File: src/rtl/led_ctrl_pkg.sv
// Shared encodings for the LED controller: mode values, button bit order and
// the press-priority resolver.
package led_ctrl_pkg;

    localparam int unsigned NUM_BTN = 5;

    localparam int unsigned BTN_UP  = 0;
    localparam int unsigned BTN_DWN = 1;
    localparam int unsigned BTN_LFT = 2;
    localparam int unsigned BTN_RT  = 3;
    localparam int unsigned BTN_CTR = 4;

    typedef enum logic [1:0] {
        MODE_STATIC = 2'd0,
        MODE_ROT_L  = 2'd1,
        MODE_ROT_R  = 2'd2
    } mode_e;

    typedef enum logic [2:0] {
        ACT_NONE = 3'd0,
        ACT_UP   = 3'd1,
        ACT_DWN  = 3'd2,
        ACT_LFT  = 3'd3,
        ACT_RT   = 3'd4,
        ACT_CTR  = 3'd5
    } action_e;

    // Same-cycle presses resolve up > dwn > lft > rt > ctr; the rest are dropped.
    function automatic action_e press_action(input logic [NUM_BTN-1:0] press);
        action_e act;
        act = ACT_NONE;
        if (press[BTN_UP])       act = ACT_UP;
        else if (press[BTN_DWN]) act = ACT_DWN;
        else if (press[BTN_LFT]) act = ACT_LFT;
        else if (press[BTN_RT])  act = ACT_RT;
        else if (press[BTN_CTR]) act = ACT_CTR;
        return act;
    endfunction

endpackage

File: src/rtl/led_ctrl_fsm_btn_debounce.sv
// One push-button conditioner: 2-flop synchroniser, stable-count debounce and
// a one-cycle press pulse on an accepted 0->1 change of the debounced level.
module btn_debounce #(
    parameter int unsigned DEBOUNCE_CYCLES = 1_000_000
) (
    input  logic clk,
    input  logic rst_n,
    input  logic raw,
    output logic db,
    output logic press
);

    localparam int unsigned CNT_W = (DEBOUNCE_CYCLES > 1) ? $clog2(DEBOUNCE_CYCLES) : 1;

    logic             sync1;
    logic             sync2;
    logic [CNT_W-1:0] cnt;
    logic             cnt_done_c;

    assign cnt_done_c = (cnt == CNT_W'(DEBOUNCE_CYCLES - 1));

    // Pulse is registered alongside db so the action lands one edge after db rises.
    always_ff @(posedge clk or negedge rst_n) begin
        if (!rst_n) begin
            sync1 <= 1'b0;
            sync2 <= 1'b0;
            cnt   <= '0;
            db    <= 1'b0;
            press <= 1'b0;
        end else begin
            sync1 <= raw;
            sync2 <= sync1;
            press <= 1'b0;
            if (sync2 == db) begin
                cnt <= '0;
            end else if (cnt_done_c) begin
                db    <= sync2;
                cnt   <= '0;
                press <= sync2;
            end else begin
                cnt <= cnt + CNT_W'(1);
            end
        end
    end

endmodule

File: src/rtl/led_ctrl_fsm.sv
// Board bring-up LED controller: five debounced buttons select static patterns,
// a switch load, or timed left/right rotation of the LED bank.
module led_ctrl_fsm
    import led_ctrl_pkg::*;
#(
    parameter int unsigned WIDTH           = 8,
    parameter int unsigned DEBOUNCE_CYCLES = 1_000_000,
    parameter int unsigned SHIFT_DIV       = 25_000_000
) (
    input  logic               clk,
    input  logic               rst_n,
    input  logic [WIDTH-1:0]   switches,
    input  logic               btn_up,
    input  logic               btn_dwn,
    input  logic               btn_lft,
    input  logic               btn_rt,
    input  logic               btn_ctr,
    output logic [WIDTH-1:0]   leds,
    output logic [1:0]         mode,
    output logic [NUM_BTN-1:0] btn_db
);

    localparam int unsigned TICK_W = (SHIFT_DIV > 1) ? $clog2(SHIFT_DIV) : 1;

    logic [NUM_BTN-1:0] raw_btn;
    logic [NUM_BTN-1:0] press;

    mode_e              state;
    mode_e              state_nxt;
    logic [WIDTH-1:0]   leds_nxt;
    logic [TICK_W-1:0]  tick;
    logic [TICK_W-1:0]  tick_nxt;
    logic               wrap_c;
    action_e            act_c;

    assign raw_btn = {btn_ctr, btn_rt, btn_lft, btn_dwn, btn_up};

    for (genvar i = 0; i < NUM_BTN; i++) begin : g_btn
        btn_debounce #(
            .DEBOUNCE_CYCLES(DEBOUNCE_CYCLES)
        ) u_btn (
            .clk  (clk),
            .rst_n(rst_n),
            .raw  (raw_btn[i]),
            .db   (btn_db[i]),
            .press(press[i])
        );
    end

    assign act_c  = press_action(press);
    assign wrap_c = (state != MODE_STATIC) && (tick == TICK_W'(SHIFT_DIV - 1));

    always_ff @(posedge clk or negedge rst_n) begin
        if (!rst_n) begin
            state <= MODE_STATIC;
            leds  <= '0;
            tick  <= '0;
        end else begin
            state <= state_nxt;
            leds  <= leds_nxt;
            tick  <= tick_nxt;
        end
    end

    // Rotation first, then a press action overrides it (a wrap in the same cycle is dropped).
    always_comb begin
        state_nxt = state;
        leds_nxt  = leds;
        tick_nxt  = '0;

        if (state != MODE_STATIC) begin
            tick_nxt = wrap_c ? '0 : tick + TICK_W'(1);
            if (wrap_c) begin
                if (state == MODE_ROT_L) leds_nxt = {leds[WIDTH-2:0], leds[WIDTH-1]};
                else                     leds_nxt = {leds[0], leds[WIDTH-1:1]};
            end
        end

        case (act_c)
            ACT_UP: begin
                leds_nxt  = '1;
                state_nxt = MODE_STATIC;
                tick_nxt  = '0;
            end
            ACT_DWN: begin
                leds_nxt  = '0;
                state_nxt = MODE_STATIC;
                tick_nxt  = '0;
            end
            ACT_LFT: begin
                state_nxt = MODE_ROT_L;
                tick_nxt  = '0;
                leds_nxt  = (leds == '0) ? {{(WIDTH-1){1'b0}}, 1'b1} : leds;
            end
            ACT_RT: begin
                state_nxt = MODE_ROT_R;
                tick_nxt  = '0;
                leds_nxt  = (leds == '0) ? {1'b1, {(WIDTH-1){1'b0}}} : leds;
            end
            ACT_CTR: begin
                leds_nxt  = switches;
                state_nxt = MODE_STATIC;
                tick_nxt  = '0;
            end
            default: ;
        endcase
    end

    assign mode = state;

endmodule

File: config.mk
export PLATFORM = sky130hd
export DESIGN_NAME = led_ctrl_fsm
export DESIGN_NICKNAME = d
export VERILOG_FILES = /design/src/rtl/led_ctrl_pkg.sv /design/src/rtl/led_ctrl_fsm_btn_debounce.sv /design/src/rtl/led_ctrl_fsm.sv
export SDC_FILE = /design/constraint.sdc
export NUM_CORES = 1
export LEC_CHECK = 0
export CORE_MARGIN = 2
export CORE_UTILIZATION = 55
export DETAILED_ROUTE_END_ITERATION = 8
export PLACE_DENSITY = 0.73
export SYNTH_ARGS = -nofsm -noshare
export SYNTH_HDL_FRONTEND = slang
export SYNTH_HIERARCHICAL = 1
export SYNTH_SLANG_ARGS = --single-unit
File: constraint.sdc
create_clock -name clk -period 4.45 [get_ports clk]
set_input_delay 0.6675 -clock clk [delete_from_list [all_inputs] [get_ports clk]]
set_output_delay 0.6675 -clock clk [all_outputs]
set_load 0.005 [all_outputs]
==> results of run 1 <==
==> critical path: stages, from the launching register on <==
cell,delay (ns)
dfrtp_1,0.40
or4b_4,0.56
nor4_4,0.22
nand4_4,0.19
nand2b_1,0.54
nor2_1,0.12
==> area by class of cell <==
cell class                      count  area, µm²  share of cell area
Clock buffer                       17        425              0.0489
Tap cell                          180        225              0.0259
Multi-Input combinational cell    559       3540               0.406
Clock inverter                     14        169              0.0194
Timing Repair Buffer               35        337              0.0387
Sequential cell                   155       3880               0.446
Inverter                           35        131              0.0151
==> Yosys cell counts (all sizes together) (3+ instances only) <==
| library cell | count | share of area |
|---|---|---|
| nor4bb | 4 | 0.0052 |
| nor4 | 17 | 0.018 |
| o211ai | 7 | 0.0068 |
| and4 | 4 | 0.0047 |
| nand4 | 25 | 0.024 |
| clkbuf | 20 | 0.0099 |
| nand3 | 55 | 0.038 |
| o31ai | 15 | 0.016 |
| and2 | 7 | 0.0065 |
| ha | 6 | 0.0098 |
| and3b | 5 | 0.0057 |
| buf | 8 | 0.0067 |
| nand2 | 32 | 0.016 |
| dfrtp | 155 | 0.51 |
| xnor2 | 43 | 0.049 |
| inv | 35 | 0.017 |
| o22a | 6 | 0.0077 |
| xor2 | 36 | 0.041 |
| a21oi | 40 | 0.026 |
| mux2i | 7 | 0.0091 |
| or3 | 24 | 0.022 |
| nor3 | 14 | 0.0091 |
| or4 | 25 | 0.024 |
| o21ai | 34 | 0.022 |
| nor2 | 113 | 0.055 |
| or2 | 5 | 0.0041 |
| and3 | 11 | 0.0096 |
| mux2 | 5 | 0.0073 |
| nand2b | 3 | 0.0024 |
==> per-stage QoR <==
step                power (mW)  cell area, µm²  utilization  instances  hold slack, ns
floorplan                 1.50            7680            -        777           0.331
global placement          1.55            8110        0.589        964           0.334
detailed placement        1.55            8110        0.589        964           0.337
CTS                       3.02            8700        0.632        995           0.352
global route              3.09            8700        0.632        995           0.363
finish                    2.98            8700        0.632        995           0.350
==> cells by family (layout without fill, tap and decap cells) <==
| logic type | count (synthesis) | count (layout) | synth area share |
|---|---|---|---|
| adders and majority gates | 6 | 6 | 0.00978 |
| AOI/OAI and AO/OA | 112 | 112 | 0.0929 |
| and+or+nand+nor | 350 | 350 | 0.252 |
| buffers and inverters | 63 | 101 | 0.0337 |
| muxes | 12 | 12 | 0.0165 |
| DFF | 155 | 155 | 0.505 |
| xor gates and xnor gates | 79 | 79 | 0.0901 |
==> metal layers <==
| metal | GRT usage | routed length, µm |
|---|---|---|
| met1 | 0.281 | 6840 |
| met2 | 0.366 | 7520 |
| met3 | 0.0604 | 605 |
| met4 | 0.0603 | 150 |
| met5 | 0 | 0 |
==> sequential cells by signal, indices dropped and copies added (netlist names) <==
signal             count
tick                  25
g_btn.u_btn/sync1      5
g_btn.u_btn/db         5
leds                   8
mode                   2
g_btn.u_btn/cnt      100
g_btn.u_btn/press      5
g_btn.u_btn/sync2      5
==> path summary, 6_finish.rpt <==
| check | slack [ns] | endpoint | startpoint |
|---|---|---|---|
| hold reg to reg | 0.35 | g_btn[0].u_btn/sync2 | g_btn[0].u_btn/sync1 |
| max in group asynchronous | 3.15 | g_btn[3].u_btn/sync1 | rst_n |
| setup / recovery | 2.28 | tick[21] | tick[17] |
| min in group asynchronous | 0.37 | g_btn[3].u_btn/cnt[19] | rst_n |
| setup reg to reg | 2.28 | tick[21] | tick[17] |
| hold / removal | 0.35 | g_btn[0].u_btn/sync2 | g_btn[0].u_btn/sync1 |
==> power groups by stage <==
| stage | Clock, mW | Combinational (mW) | Sequential, mW |
|---|---|---|---|
| after detailed placement | 0 | 0.0841 | 1.47 |
| after CTS | 1.49 | 0.0848 | 1.44 |
| after global placement | 0 | 0.0814 | 1.46 |
| final | 1.46 | 0.0819 | 1.44 |
| after floorplan | 0 | 0.0320 | 1.46 |
| after global routing | 1.55 | 0.0951 | 1.44 |
==> results.md, run 1 <==
* Fillers at 1127
* Data required time at the worst endpoint at 4.72 ns
* Dpl ws at 2.25 ns
* Core Rows at 43
* Largest net degree at the start of global routing at 110
* Dpl hpwl at 10400 µm
* Critical Path Fanout Max at 19
* Root Driver: clkbuf_16
* Post-synthesis register bit count at 155
* Fin crit share at 0.488
* Comb pwr share at 0.027
* Final Wtd Congestion at 0.845
* Final hold violation count at 0
* Mapped Nets at 798
* Antenna cells at 0
* Most common cell after layout, fill and taps aside: dfrtp_1
* Hold buffer count at cts at 0
* Clock buffer depth at 2
* IO buf count at 29
* Hold path cells at 0
* Yosys cell types at 57
* Worst skew pair latency at 0.42 ns
* Hold Path Class: flip-flop to flip-flop
* Internal at 2.33 mW
* Layout cells sized above 1 at 0.107
* Final period demand of the worst path at 2.17 ns
* Total Routing Usage GR at 0.219
* # IOs at 30
* Via density at 5.76
* Area delta synth->final at 13.4%
* Vias in the first global route at 5633
* Pwr dens at 343 mW/mm²
* Ys async rst share at 1.00
* # DRC at 0
* Crit Path Class: flip-flop to flip-flop
* Crit end category: flip-flop
* Reg power frac at 0.483
* Detail-routed net length per standard cell at 15.2 µm
* Worst Setup Start Kind: flip-flop
* Post-synth EDFFs at 0
* H-tree depth at 4
* Clock Power Share at 0.490
* TNS Setup at 0 ns
* Leading cell types in the layout, fill and taps excluded: 155 x dfrtp_1, 113 x nor2_1, 51 x nand3_1, 43 x xnor2_1, 40 x a21oi_1
* GRT overflow at 0
* Post-CTS setup repair buffer count at 0
* Max Freq at 460 MHz
* Core area at 0.0138 mm²
* Clk sinks at 155
* Top_reg_cell synth: dfrtp_1
* DR vias at 5736
* Status: completed
* Final setup skew at 0.0113 ns
* Final setup margin at 2.28 ns
* Final setup fails at 0
* Die X at 122 µm
* CTS Buf Count at 17
* Routed WL at 15100 µm
* Mapped Cells at 777
* Switch share at 0.218
* Slew Limit Fails at 0
* Initial antenna violation count at 0
* Leak at 3.42 nW
* Switching power at 0.650 mW
* Die area at 0.0149 mm²
* Worst Path Arrival at 2.44 ns
* Worst Max-Slew Pin Slew at 0.968 ns
* RSZ-0062 raised after global routing: false
* Slew headroom at 0.355
* Initial Utilization at 0.557
* Worst VDD drop at 333 µV
* # resized after CTS at 0
* Post-Syn Area at 0.00768 mm²
* 1st-pass router iterations at 5
* Yosys warning total at 6
* Total Nets Final at 824
* Worst R2R Path Depth at 5
* Synthesized area per cell at 9.88 µm²
* Max Cap Viol at 0
* Post-route ant nets at 0
* Post-synthesis sequential area ratio at 0.505
* Clock slew at reported path FFs at 0.06 ns
* Die H at 122 µm
* CTS tree: built
* Drt first-iter violations at 302
* Global-route wire length before repair at 25900 µm
Power figures use the tool's default switching activity.
==> run 2: changes to the inputs <==
--- a/config.mk
+++ b/config.mk
@@ -8,7 +8,7 @@
 export CORE_MARGIN = 2
 export CORE_UTILIZATION = 55
 export DETAILED_ROUTE_END_ITERATION = 8
-export PLACE_DENSITY = 0.73
+export PLACE_DENSITY = 0.76
 export SYNTH_ARGS = -nofsm -noshare
 export SYNTH_HDL_FRONTEND = slang
 export SYNTH_HIERARCHICAL = 1
==> constraint.sdc (replaced) <==
create_clock -name clk -period 1.9 [get_ports clk]
set_input_delay 0.285 -clock clk [delete_from_list [all_inputs] [get_ports clk]]
set_output_delay 0.285 -clock clk [all_outputs]
set_load 0.005 [all_outputs]
==> run 2 against run 1 <==
The run now ends with setup timing left. Sequential cell count unchanged. Maximum frequency is 12% higher. Clock skew fell by 0.0046 ns. Sequential power rose by 130%. Clock-buffer cell count rose by 3. Critical path depth stayed put. Non-clock buffer count rose by 68. Global-route usage up 2.5 points. Worst hold slack worse by 0.051 ns. Largest cell class unchanged.
==> results.md, run 2 (same netlist as run 1, synthesis figures left out) <==
* Design area at 0.00940 mm² (was 0.00870 mm²)
* Die X at 122 µm (unchanged)
* Clock slew at reported path FFs at 0.06 ns (about the same)
* IO buf count at 29 (unchanged)
* Worst R2R Path Depth at 5 (unchanged)
* CTS Buf Count at 17 (unchanged)
* Initial antenna violation count at 0 (unchanged)
* Total stage count of the critical path at 5 (unchanged)
* Final Wtd Congestion at 0.879 (was 0.845)
* Layout cells sized above 1 at 0.207 (was 0.107)
* Finished Layout Cells at 1063 (was 995)
* Routed WL at 17400 µm (was 15100 µm)
* Dpl hpwl at 11600 µm (was 10400 µm)
* Leading cell types in the layout, fill and taps excluded: 151 x dfrtp_1, 113 x nor2_1, 68 x buf_4, 48 x nand3_1, 43 x xnor2_1 (was 155 x dfrtp_1, 113 x nor2_1, 51 x nand3_1, 43 x xnor2_1, 40 x a21oi_1)
* Clk sinks at 155 (unchanged)
* CP delay by family, top: simple AND/OR/NAND/NOR gates (unchanged)
* Initial Utilization at 0.557 (unchanged)
* Critical path's slowest cell: or4b_4 (unchanged)
* Worst Path Arrival at 2.31 ns (was 2.44 ns)
* Worst Setup Start Kind: flip-flop (unchanged)
* Data required time at the worst endpoint at 2.27 ns (was 4.72 ns)
* Finished Core Util at 0.683 (was 0.632)
* Critical path origin: tick[17] (unchanged)
* Final setup margin at -0.0419 ns (was 2.28 ns)
* Via density at 5.83 (was 5.76)
* Total Nets Final at 892 (was 824)
* Fin crit share at 1.02 (was 0.488)
* Worst reg-to-reg setup slack at -0.04 ns (was 2.28 ns)
* Reg2Reg Capture Point: leds[3] (was tick[21])
* Max Freq at 515 MHz (was 460 MHz)
* Final period demand of the worst path at 1.94 ns (was 2.17 ns)
* Status: finished with violations (was completed)
* Dpl cell area at 0.00864 mm² (was 0.00811 mm²)
* Worst-path cell chain: or4b_4 > nor4_4 > nand4_4 > a21boi_4 > o22a_2 (was or4b_4 > nor4_4 > nand4_4 > nand2b_1 > nor2_1)
* H-tree depth at 4 (unchanged)
* Core area at 0.0138 mm² (unchanged)
* Slew Limit Fails at 0 (unchanged)
* Final setup skew at 0.00666 ns (was 0.0113 ns)
* Root Driver: clkbuf_16 (unchanged)
* Slew headroom at 0.700 (was 0.355)
* Detail-routed net length per standard cell at 16.3 µm (was 15.2 µm)
* Max reg flops at 100 (unchanged)
* Final Power at 7.07 mW (was 2.98 mW)
* Max Cap Viol at 0 (unchanged)
* Global-route wire length before repair at 29000 µm (was 25900 µm)
* Drt first-iter violations at 389 (was 302)
* Worst skew pair latency at 0.42 ns (about the same)
* Core Rows at 43 (unchanged)
* Final hold violation count at 0 (unchanged)
* Hold Path Class: input port to flip-flop (was flip-flop to flip-flop)
* Leak at 3.80 nW (was 3.42 nW)
* TNS Setup at -0.712 ns (was 0 ns)
* Area delta synth->final at 22.5% (was 13.4%)
* CP endpoint: leds[3] (was tick[21])
* Crit Path Class: flip-flop to flip-flop (unchanged)
* Biggest register: g_btn.u_btn/cnt (unchanged)
* Total Routing Usage GR at 0.244 (was 0.219)
* Most common cell after layout, fill and taps aside: dfrtp_1 (unchanged)
* Post-route ant nets at 0 (unchanged)
* Critical Path Fanout Max at 8 (was 19)
* 1st-pass router iterations at 5 (unchanged)
* Vias in the first global route at 6204 (was 5633)
* # DRC at 0 (unchanged)
* Worst path max stage delay at 0.55 ns (was 0.56 ns)
* Failing checks: setup timing
* Pwr dens at 752 mW/mm² (was 343 mW/mm²)
* RSZ-0062 raised after global routing: true (was false)
* R2R Path Start: tick[17] (unchanged)
* Antenna cells at 0 (unchanged)
* Buf+Inv Stages, Crit Path at 0 (unchanged)
* DR vias at 6196 (was 5736)
* Dpl ws at -0.0407 ns (was 2.25 ns)
* GRT overflow at 0 (unchanged)
* Largest net degree at the start of global routing at 51 (was 110)
* Hold Slack at 0.299 ns (was 0.350 ns)
* Worst Max-Slew Pin Slew at 0.450 ns (was 0.968 ns)
* Crit end category: flip-flop (unchanged)
* # IOs at 30 (unchanged)
* DP Cell Count at 1021 (was 964)
* Worst VDD drop at 602 µV (was 333 µV)
* Die area at 0.0149 mm² (unchanged)
* CTS tree: built (unchanged)
* Die H at 122 µm (unchanged)
* Final setup fails at 27 (was 0)
* Largest registers: g_btn.u_btn/cnt (100), tick (25), leds (8) (unchanged)
* Clock buffer depth at 2 (unchanged)
## run 2: cell types whose count changed in the layout (fill, tap and decap cells not counted), sizes merged
cell         delta
clkinvlp        -1
dlygate4sd3     +1
buf            +66
clkbuf          +4
inv             -2
## run 2: power by group
| group | internal [mW] | total [mW] | switching [mW] |
|---|---|---|---|
| clock | 2.09 | 3.43 | 1.34 |
| sequential | 3.34 | 3.37 | 0.0353 |
| combinational | 0.110 | 0.262 | 0.152 |
| total | 5.54 | 7.07 | 1.53 |
## run 2: layout make-up
type / instances / area [µm²]
Clock buffer: 20 / 447
Multi-Input combinational cell: 559 / 3680
Fill cell: 992 / 4370
Timing Repair Buffer: 103 / 888
Inverter: 35 / 131
Sequential cell: 155 / 3880
Tap cell: 180 / 225
Clock inverter: 11 / 144
## run 2: worst min path at each step
stage / startpoint / to / slack, ns / cells after the start
floorplan: rst_n / g_btn[0].u_btn/cnt[0] / -0.01 / 0
global placement: rst_n / g_btn[3].u_btn/cnt[17] / 0.24 / 1
detailed placement: rst_n / g_btn[3].u_btn/cnt[19] / 0.25 / 1
CTS: btn_dwn / g_btn[1].u_btn/sync1 / 0.29 / 1
global route: btn_rt / g_btn[3].u_btn/sync1 / 0.29 / 1
finish: btn_lft / g_btn[2].u_btn/sync1 / 0.30 / 1
## run 2: timing repair
item / in CTS / in global routing
setup endpoints to repair: 24 / 44
hold buffers: 1 / 0
gates resized for setup: 7 / 18
buffers inserted: 1 / 9
pin swaps: 1 / 8
endpoints found under the hold margin: 42 / 0
## run 2: routing by layer
layer,GRT usage,share of wire,up-vias
met5,0,0,-
met4,0.0783,0.018,0
met3,0.0515,0.039,31
met2,0.408,0.51,143
met1,0.319,0.43,3088
li1,-,-,2934
## run 2: worst reg2reg max path, cell delays in order (launching register included)
cell,delay [ns]
dfrtp_1,0.39
or4b_4,0.55
nor4_4,0.23
nand4_4,0.20
a21boi_4,0.30
o22a_2,0.20
==> run 3: changes to the inputs <==
--- a/config.mk
+++ b/config.mk
@@ -6,9 +6,8 @@
 export NUM_CORES = 1
 export LEC_CHECK = 0
 export CORE_MARGIN = 2
-export CORE_UTILIZATION = 55
+export CORE_UTILIZATION = 44
 export DETAILED_ROUTE_END_ITERATION = 8
-export PLACE_DENSITY = 0.76
 export SYNTH_ARGS = -nofsm -noshare
 export SYNTH_HDL_FRONTEND = slang
 export SYNTH_HIERARCHICAL = 1
==> run 3 against run 2 <==
The flow still finishes with violations (setup timing). Critical path depth is the same. Global-route usage shrank 5.8 points. Sequential power is essentially flat. Die area grew 24%. Utilization shrank 13 points. Maximum frequency grew 2.2%. Clock skew shrank 0.0012 ns. Clock power grew 5%. Sequential share of layout area shrank 0.64 points. Critical endpoint is now leds[6]. Largest power group unchanged.
==> results.md, run 3 (same netlist as run 1, synthesis figures left out) <==
* Status: finished with violations (unchanged)
* Failing checks: setup timing (unchanged)
* Global-route wire length before repair at 27700 µm (was 29000 µm)
* Core Rows at 48 (was 43)
* Switch share at 0.212 (was 0.216)
* Largest registers: g_btn.u_btn/cnt (100), tick (25), leds (8) (unchanged)
* Final setup fails at 1 (was 27)
* Die area at 0.0185 mm² (was 0.0149 mm²)
* IO buf count at 29 (unchanged)
* Worst Setup Start Kind: flip-flop (unchanged)
* Fillers at 1501 (was 992)
* Finished Core Util at 0.556 (was 0.683)
* H-tree depth at 4 (unchanged)
* CTS Buf Count at 17 (unchanged)
* Drt first-iter violations at 355 (was 389)
* Initial antenna violation count at 0 (unchanged)
* Final hold violation count at 0 (unchanged)
* Fin crit share at 1.00 (was 1.02)
* Leading cell types in the layout, fill and taps excluded: 150 x dfrtp_1, 113 x nor2_1, 77 x buf_4, 51 x nand3_1, 43 x xnor2_1 (was 151 x dfrtp_1, 113 x nor2_1, 68 x buf_4, 48 x nand3_1, 43 x xnor2_1)
* Hold path cells at 1 (unchanged)
* Largest net degree at the start of global routing at 39 (was 51)
* Final setup skew at 0.00543 ns (was 0.00666 ns)
* R2R Path Start: tick[17] (unchanged)
* Antenna cells at 0 (unchanged)
* Max Freq at 526 MHz (was 515 MHz)
* Max reg flops at 100 (unchanged)
* Worst Hold Launch: btn_dwn (was btn_lft)
* Clk sinks at 155 (unchanged)
* Hold Path Class: input port to flip-flop (unchanged)
* Dpl ws at -0.0602 ns (was -0.0407 ns)
* Slew Limit Fails at 0 (unchanged)
* Area delta synth->final at 24.5% (was 22.5%)
* Clock slew at reported path FFs at 0.06 ns (about the same)
* Die X at 136 µm (was 122 µm)
* Root Driver: clkbuf_16 (unchanged)
* Final setup margin at -0.0000788 ns (was -0.0419 ns)
* Internal at 5.68 mW (was 5.54 mW)
* # DRC at 0 (unchanged)
* Reg power frac at 0.468 (was 0.477)
* Critical Path Fanout Max at 6 (was 8)
* Total Routing Usage GR at 0.187 (was 0.244)
* Worst reg-to-reg setup slack at -0.00008 ns (was -0.04 ns)
* Post-route ant nets at 0 (unchanged)
* GRT overflow at 0 (unchanged)
* Switching power at 1.53 mW (about the same)
* Final period demand of the worst path at 1.90 ns (was 1.94 ns)
* RSZ-0062 raised after global routing: true (unchanged)
* Reg2Reg Capture Point: leds[6] (was leds[3])
* Max Cap Viol at 0 (unchanged)
* Die H at 136 µm (was 122 µm)
* Routed WL at 15900 µm (was 17400 µm)
* Worst skew pair latency at 0.42 ns (about the same)
* Crit Path Class: flip-flop to flip-flop (unchanged)
* Storage cell area at 0.00388 mm² (about the same)
* DR vias at 5940 (was 6196)
* Worst Max-Slew Pin Slew at 0.383 ns (was 0.450 ns)
* Final Wtd Congestion at 0.835 (was 0.879)
* Via density at 5.31 (was 5.83)
* Worst VDD drop at 595 µV (was 602 µV)
* Slew headroom at 0.745 (was 0.700)
* # IOs at 30 (unchanged)
* Clock Power Share at 0.497 (was 0.486)
* Clock buffer depth at 2 (unchanged)
* Worst R2R Path Depth at 5 (unchanged)
* Dpl cell area at 0.00883 mm² (was 0.00864 mm²)
* 1st-pass router iterations at 4 (was 5)
* CTS tree: built (unchanged)
* Design area at 0.00955 mm² (was 0.00940 mm²)
* Multi-input combinational cell area at 0.00365 mm² (was 0.00368 mm²)
* Crit end category: flip-flop (unchanged)
* Total Nets Final at 901 (was 892)
* Most common cell after layout, fill and taps aside: dfrtp_1 (unchanged)
* Vias in the first global route at 5917 (was 6204)
* Leak at 3.85 nW (was 3.80 nW)
* Biggest register: g_btn.u_btn/cnt (unchanged)
* Comb pwr share at 0.035 (was 0.037)
* Hold EP: g_btn[1].u_btn/sync1 (was g_btn[2].u_btn/sync1)
* Pwr dens at 755 mW/mm² (was 752 mW/mm²)
* Initial Utilization at 0.447 (was 0.557)
* Detail-routed net length per standard cell at 14.2 µm (was 16.3 µm)
* Data required time at the worst endpoint at 2.20 ns (was 2.27 ns)
* Dpl hpwl at 11400 µm (was 11600 µm)
* Worst Path Arrival at 2.20 ns (was 2.31 ns)
* Layout cells sized above 1 at 0.213 (was 0.207)
* Core area at 0.0172 mm² (was 0.0138 mm²)
==> run 3: cell count changes in the layout (fill, tap and decap cells not counted), moves of 2 or more <==
cell / before / now
nand3_2: 7 / 4
clkbuf_1: 2 / 0
buf_4: 68 / 77
nand3_1: 48 / 51
clkinvlp_4: 1 / 3
==> run 3: routing by layer <==
| layer | up-vias | wire (µm) | global-route usage |
|---|---|---|---|
| met3 | 12 | 406 | 0.0429 |
| met5 | - | 0 | 0 |
| li1 | 2943 | - | - |
| met1 | 2936 | 7510 | 0.244 |
| met2 | 49 | 7820 | 0.310 |
| met4 | 0 | 173 | 0.0544 |
==> run 3: stage by stage <==
step	total power, mW	hold WS [ns]	setup TNS [ns]	std cells
after floorplan	3.52	-0.0106	-0.0156	777
after global placement	3.67	0.220	0	1083
after detailed placement	3.68	0.223	-0.215	1083
after CTS	7.32	0.281	0	1116
after global routing	7.49	0.289	-1.14	1118
final	7.22	0.305	-0.0000788	1118
==> run 3: layout make-up <==
type,count,share of cell area
repair buffers,112,0.102
clock inverters,14,0.0202
inverters,35,0.0138
well taps,225,0.0295
flip-flops and latches,155,0.407
multi-input cells,559,0.382
clock buffers,18,0.0460
==> run 3: worst max-delay path by stage <==
stage,endpoint,depth (start not counted),startpoint,slack [ns]
2_1_floorplan,leds[6],6,tick[17],-0.008
3_3_place_gp,g_btn[0].u_btn/cnt[18],5,g_btn[0].u_btn/cnt[1],0.005
3_5_place_dp,g_btn[4].u_btn/cnt[18],5,g_btn[4].u_btn/cnt[0],-0.06
4_1_cts,leds[6],5,tick[17],0.008
5_1_grt,leds[6],5,tick[17],-0.09
6_report,leds[6],5,tick[17],-0.00008
==> run 3: worst max-delay path: stages (launching register included) <==
cell and delay, ns:
dfrtp_1 0.38, or4b_4 0.55, nor4_4 0.22, nand4_4 0.19
and2_4 0.23, o22a_1 0.21
==> run 3: power by group through the flow <==
stage	clock [mW]	sequential, mW	combinational, mW
after floorplan	0	3.43	0.0823
after detailed placement	0	3.43	0.249
after global placement	0	3.43	0.240
after global routing	3.82	3.38	0.290
after CTS	3.69	3.37	0.254
final	3.59	3.37	0.253
==> run 3: what timing repair did <==
| item | CTS | global route |
|---|---|---|
| gates cloned | 0 | 0 |
| setup buffers | 0 | 2 |
| endpoints found under the setup margin | 11 | 43 |
| pin swaps | 1 | 2 |
| hold buffers | 1 | 0 |
| gates resized for setup | 8 | 11 |
| hold endpoints to repair | 34 | 0 |
